**src/rtl/count_enable_gen_pkg.sv**
```systemverilog
// count_enable_gen_pkg
//   Shared definitions for the count-enable generator. It holds the FSM state
//   encoding and the default parameters that the top level and the button
//   conditioner both use.
package count_enable_gen_pkg;

    typedef enum logic [1:0] {
        ST_IDLE = 2'b00,
        ST_RUN  = 2'b01,
        ST_STEP = 2'b10
    } state_e;

    localparam int unsigned DIV_W_DEFAULT      = 8;
    localparam int unsigned DEB_CYCLES_DEFAULT = 4;
    localparam int unsigned DEB_W_DEFAULT      = 3;

endpackage

```
**src/rtl/count_enable_gen_btn_debounce.sv**
```systemverilog
// btn_debounce
//   Conditions one raw push-button. The path is a 2-FF synchronizer, then a
//   debouncer, then a rising-edge detector. The debounced level changes only
//   after the synchronized input has disagreed with it for DEB_CYCLES
//   consecutive clocks. Shorter pulses are ignored.
// Ports
//   clk     in  1  clock; all logic on posedge
//   rst     in  1  synchronous active-high reset
//   btn_raw in  1  asynchronous raw button level
//   rise    out 1  one-cycle pulse on a debounced 0->1 transition
module btn_debounce
    import count_enable_gen_pkg::*;
#(
    parameter int unsigned DEB_CYCLES = DEB_CYCLES_DEFAULT,
    parameter int unsigned DEB_W      = DEB_W_DEFAULT
) (
    input  logic clk,
    input  logic rst,
    input  logic btn_raw,
    output logic rise
);

    localparam logic [DEB_W-1:0] CNT_LAST = DEB_W'(DEB_CYCLES - 1);

    logic             sync1_q, sync1_d;
    logic             sync2_q, sync2_d;
    logic             db_q, db_d;
    logic             db_dly_q, db_dly_d;
    logic [DEB_W-1:0] cnt_q, cnt_d;

    always_comb begin
        sync1_d  = btn_raw;
        sync2_d  = sync1_q;
        db_dly_d = db_q;
        db_d     = db_q;
        cnt_d    = '0;
        // Any sample that agrees with the debounced level restarts the count.
        if (sync2_q != db_q) begin
            if (cnt_q == CNT_LAST) begin
                db_d  = sync2_q;
                cnt_d = '0;
            end else begin
                cnt_d = cnt_q + 1'b1;
            end
        end
    end

    always_ff @(posedge clk) begin
        if (rst) begin
            sync1_q  <= 1'b0;
            sync2_q  <= 1'b0;
            db_q     <= 1'b0;
            db_dly_q <= 1'b0;
            cnt_q    <= '0;
        end else begin
            sync1_q  <= sync1_d;
            sync2_q  <= sync2_d;
            db_q     <= db_d;
            db_dly_q <= db_dly_d;
            cnt_q    <= cnt_d;
        end
    end

    assign rise = db_q & ~db_dly_q;

endmodule

```
**src/rtl/count_enable_gen.sv**
```systemverilog
// count_enable_gen
//   Enable source for the downstream 2-bit counter. The run button toggles
//   between IDLE and RUN. In RUN, a programmable prescaler emits a 1-cycle
//   enable every div clocks; a div of 0 behaves as 1. In IDLE, each step
//   press yields exactly one enable pulse.
// Ports
//   clk      in  1      clock; all logic on posedge
//   rst      in  1      synchronous active-high reset
//   run_btn  in  1      raw run/stop toggle button
//   step_btn in  1      raw single-step button (honoured in IDLE only)
//   div      in  DIV_W  prescale divisor, sampled every cycle
//   en       out 1      registered enable pulse
//   running  out 1      registered, high while in RUN
module count_enable_gen
    import count_enable_gen_pkg::*;
#(
    parameter int unsigned DIV_W      = DIV_W_DEFAULT,
    parameter int unsigned DEB_CYCLES = DEB_CYCLES_DEFAULT,
    parameter int unsigned DEB_W      = DEB_W_DEFAULT
) (
    input  logic             clk,
    input  logic             rst,
    input  logic             run_btn,
    input  logic             step_btn,
    input  logic [DIV_W-1:0] div,
    output logic             en,
    output logic             running
);

    state_e           state_q, state_d;
    logic             en_q, en_d;
    logic             running_q, running_d;
    logic [DIV_W-1:0] pc_q, pc_d;
    logic [DIV_W-1:0] div_last;
    logic             run_rise, step_rise;

    btn_debounce #(.DEB_CYCLES(DEB_CYCLES), .DEB_W(DEB_W)) u_run_db (
        .clk     (clk),
        .rst     (rst),
        .btn_raw (run_btn),
        .rise    (run_rise)
    );

    btn_debounce #(.DEB_CYCLES(DEB_CYCLES), .DEB_W(DEB_W)) u_step_db (
        .clk     (clk),
        .rst     (rst),
        .btn_raw (step_btn),
        .rise    (step_rise)
    );

    always_ff @(posedge clk) begin
        if (rst) begin
            state_q   <= ST_IDLE;
            en_q      <= 1'b0;
            running_q <= 1'b0;
            pc_q      <= '0;
        end else begin
            state_q   <= state_d;
            en_q      <= en_d;
            running_q <= running_d;
            pc_q      <= pc_d;
        end
    end

    // A run edge takes priority over a step edge, so a simultaneous press
    // enters RUN and the step is dropped.
    always_comb begin
        state_d = state_q;
        case (state_q)
            ST_IDLE: begin
                if (run_rise)       state_d = ST_RUN;
                else if (step_rise) state_d = ST_STEP;
            end
            ST_RUN: begin
                if (run_rise) state_d = ST_IDLE;
            end
            ST_STEP: state_d = ST_IDLE;
            default: state_d = ST_IDLE;
        endcase
    end

    // Terminal count is div-1, with div==0 folded onto 1. The >= compare
    // lets a divisor shrunk below the current count fire once and wrap.
    always_comb begin
        div_last  = (div == '0) ? '0 : div - 1'b1;
        en_d      = 1'b0;
        pc_d      = pc_q;
        case (state_q)
            ST_IDLE: pc_d = '0;
            ST_RUN: begin
                if (run_rise) begin
                    pc_d = '0;
                end else if (pc_q >= div_last) begin
                    pc_d = '0;
                    en_d = 1'b1;
                end else begin
                    pc_d = pc_q + 1'b1;
                end
            end
            ST_STEP: begin
                en_d = 1'b1;
                pc_d = '0;
            end
            default: pc_d = '0;
        endcase
        running_d = (state_d == ST_RUN);
    end

    assign en      = en_q;
    assign running = running_q;

endmodule

```
**config.mk**
```make
export PLATFORM = sky130hd
export DESIGN_NAME = count_enable_gen
export DESIGN_NICKNAME = d
export VERILOG_FILES = /design/src/rtl/count_enable_gen_pkg.sv /design/src/rtl/count_enable_gen_btn_debounce.sv /design/src/rtl/count_enable_gen.sv
export SDC_FILE = /design/constraint.sdc
export NUM_CORES = 1
export LEC_CHECK = 0
export ABC_CLOCK_PERIOD_IN_PS = 6050
export BUFFER_PORTS_ARGS = -buffer_cell sky130_fd_sc_hd__buf_2
export CAP_MARGIN = 20
export CORE_MARGIN = 10
export CORE_UTILIZATION = 47
export DETAILED_ROUTE_END_ITERATION = 8
export MAX_ROUTING_LAYER = met4
export PLACE_DENSITY_LB_ADDON = 0.25
export SLEW_MARGIN = 20
export SYNTH_ARGS = -nofsm -noshare
export SYNTH_HDL_FRONTEND = slang
export SYNTH_SLANG_ARGS = --single-unit
```
**constraint.sdc**
```tcl
create_clock -name clk -period 6.05 [get_ports clk]
set_clock_uncertainty 0.15 [all_clocks]
set_input_delay 1.21 -clock clk [delete_from_list [all_inputs] [get_ports clk]]
set_output_delay 1.21 -clock clk [all_outputs]
set_load 0.05 [all_outputs]
```
==> run_results.csv <==
group,metric,value,unit
run_status,outcome,"completed",
floorplanning,start_util,0.492,
synth,postSynthCellCount,145,
critical_path,cp_max_fo,9,
drt,antenna_left,0,
sta,timing.setup.tns,0,ns
drt,drt-total-wl,2160,um
sta,max-slew-margin-rel,0.665,
cts,hold_buffers,0,
critical_path,r2r_slack,4.13,ns
grt,antenna_found_initial,0,
grt,grt_use_total,0.0861,
floorplanning,row_count,19,
critical_path,start_kind,"primary input",
sta,maxSlewViolCount,0,
drt,drtIter0Drc,19,
cts,clk_latency,0.31,ns
synth,syn_area,0.00136,mm^2
floorplanning,fp.dieH,73.7,um
grt,grt_max_degree,16,
cts,cts_made_buffers,3,
worst_hold_path,holdPathStages,1,
floorplanning,die_area,0.00543,mm^2
critical_path,setup.worst_path.end,"en",
finish,fillers,253,
finish,areaGrowthSynthToFinish,8.21,%
critical_path,endpoint_kind,"register",
sta,fin_crit_sh,0.610,
cts,cts_root_buf,"clkbuf_4",
finish,antennaDiodeCount,0,
drt,drc,0,
sta,hold_ws,0.283,ns
drt,routed_via_density,5.21,
critical_path,rr_worst_depth,5,
synth,syn-num-nets,174,
synth,yosys_warnings,0,
sta,maxClockFrequency,271,MHz
critical_path,path_class,"primary input to register",
drt,vias,990,
grt,gr-total-overflow,0,
floorplanning,core_region_area,0.00276,mm^2
critical_path,startpoint,"div[0]",
sta,hold_viol_final,0,
synth,ys_ff_latch,26,
sta,setup_viol,0,
power,powerDensity,178,mW/mm^2
finish,final_cell_mix,"26 x dfxtp_1, 17 x ha_1, 13 x buf_2",
drt,drt-wirelength-per-cell,11.3,um
power,p_leak,0.616,nW
critical_path,worstReg2RegEnd,"en",
finish,register_area,520,um^2
cts,clkTransAtPathRegs,0.13,ns
critical_path,crit_arrival,3.81,ns
finish,drive_above_1_share,0.126,
finish,final_common_cell,"dfxtp_1",
critical_path,r2r-start,"pc_q[2]",
cts,cts_resized,0,
drt,dr.pass1.iters,4,
finish,multi_input_area,776,um^2
synth,ys_seq_area_frac,0.384,
placed_design,dpl.hpwl,1800,um
sta,rsz0062_at_grt,"no",
finish,nets,190,
cts,cts_tree,"built",
sta,fin_crit,3.69,ns
cts,htree_levels,1,
floorplanning,ios,14,
worst_hold_path,hp-class,"register to register",
synth,synthDistinctLibCells,30,
cts,cts.sinks,26,
grt,grt_pass1_vias,918,
floorplanning,die_w,73.7,um
placed_design,io_buffer_count,13,
placed_design,place_congestion,0.775,
job,cap_violations,0,
critical_path,cp_data_required_time,6.17,ns
cts,clockBufferDepth,2,
power,irDropWorstVdd,0.000156,V
sta,tightestPinTransition,0.503,ns
synth,avgSynthCellArea,9.35,um^2
cts,postCtsSetupRepairBufs,0,
grt,grt_pass1_wl,3740,um
==> metrics by stage <==
step | power (W) | instances | setup WS, ns | util | area, um^2
floorplan | 0.000191 | 145 | 2.38 | - | 1360
global placement | 0.000198 | 187 | 2.16 | 0.524 | 1450
detailed placement | 0.000199 | 187 | 2.02 | 0.524 | 1450
CTS | 0.000266 | 190 | 2.37 | 0.532 | 1470
global route | 0.000276 | 190 | 2.19 | 0.532 | 1470
finish | 0.000262 | 190 | 2.36 | 0.532 | 1470
==> state kept, by name, indices dropped and copies added, names as in the netlist, 2 cells and up <==
name / cells
state_q: 2
u_step_db.cnt_q: 3
u_run_db.cnt_q: 3
pc_q: 8
==> critical path, cell delays in order <==
cell and delay, ns:
buf_2 0.10, inv_1 0.06, ha_1 0.15, nor2b_1 0.25
nand3b_1 0.15, or3_1 0.42, and2_1 0.20, ha_1 0.26
and3_1 0.13, o21ai_0 0.12, a311oi_4 0.55, o31a_1 0.20
==> where the power goes <==
group	internal (W)	total, W	leakage [nW]	switching [W]
logic	0.00000992	0.0000209	0.392	0.0000110
clock network	0.0000233	0.0000672	0.0138	0.0000440
registers	0.000173	0.000173	0.210	0.000000682
==> per-layer routing <==
metal | vias up | GRT usage | wire (um)
met5 | - | - | 0
met4 | 0 | 0.0186 | 9
met3 | 2 | 0.0283 | 66
met2 | 7 | 0.146 | 1080
met1 | 462 | 0.0958 | 997
li1 | 519 | - | -
==> cells in the mapped netlist <==
cell type  number  area share
or4_4           1      0.0083
nor2b_1        12       0.055
nor3b_1         2       0.011
nor2_1         12       0.033
a21oi_1         6       0.022
nor3_1          9       0.033
mux2i_1         3       0.022
nand2_1         7       0.019
nand3b_1        1      0.0055
buf_6           1      0.0083
nand2b_1        2      0.0092
nor3b_2         1      0.0092
and3_1          3       0.014
o21ai_1         1      0.0037
nor2b_4         1       0.010
clkbuf_1        1      0.0028
o32ai_1         1      0.0065
xnor2_1         5       0.032
o31a_1          1      0.0065
and2_1          1      0.0046
inv_1          12       0.033
xor2_1          6       0.039
dfxtp_1        26        0.38
ha_1           17        0.16
nand3_1         4       0.015
a311oi_4        1       0.019
or2b_1          1      0.0055
o211ai_1        1      0.0055
or3_1           3       0.014
o21ai_0         3       0.011
==> layout make-up <==
cell class | instances | share of cell area
Multi-Input combinational cell | 105 | 0.529
Inverter | 12 | 0.0307
Tap cell | 31 | 0.0264
Clock buffer | 3 | 0.0153
Sequential cell | 26 | 0.355
Timing Repair Buffer | 13 | 0.0443
==> cell families (layout without fill, tap and decap cells) <==
logic type	Yosys count	in the layout	share of synthesized area
and+or+nand+nor	60	60	0.247
AOI/OAI and AO/OA	14	14	0.0747
xor gates and xnor gates	11	11	0.0710
adders and majority gates	17	17	0.157
DFF	26	26	0.384
muxes	3	3	0.0221
buffers and inverters	14	28	0.0443
==> worst min path at each step <==
stage / endpoint / slack (ns) / from
global placement: u_run_db.cnt_q[0] / 0.26 / u_run_db.cnt_q[0]
floorplan: u_run_db.cnt_q[0] / 0.25 / u_run_db.cnt_q[0]
global route: u_step_db.cnt_q[0] / 0.30 / u_step_db.cnt_q[0]
CTS: u_step_db.cnt_q[0] / 0.29 / u_step_db.cnt_q[0]
finish: u_step_db.cnt_q[0] / 0.28 / u_step_db.cnt_q[0]
detailed placement: u_step_db.cnt_q[0] / 0.27 / u_step_db.cnt_q[0]
Note: power is estimated with default switching activity, not from simulation.
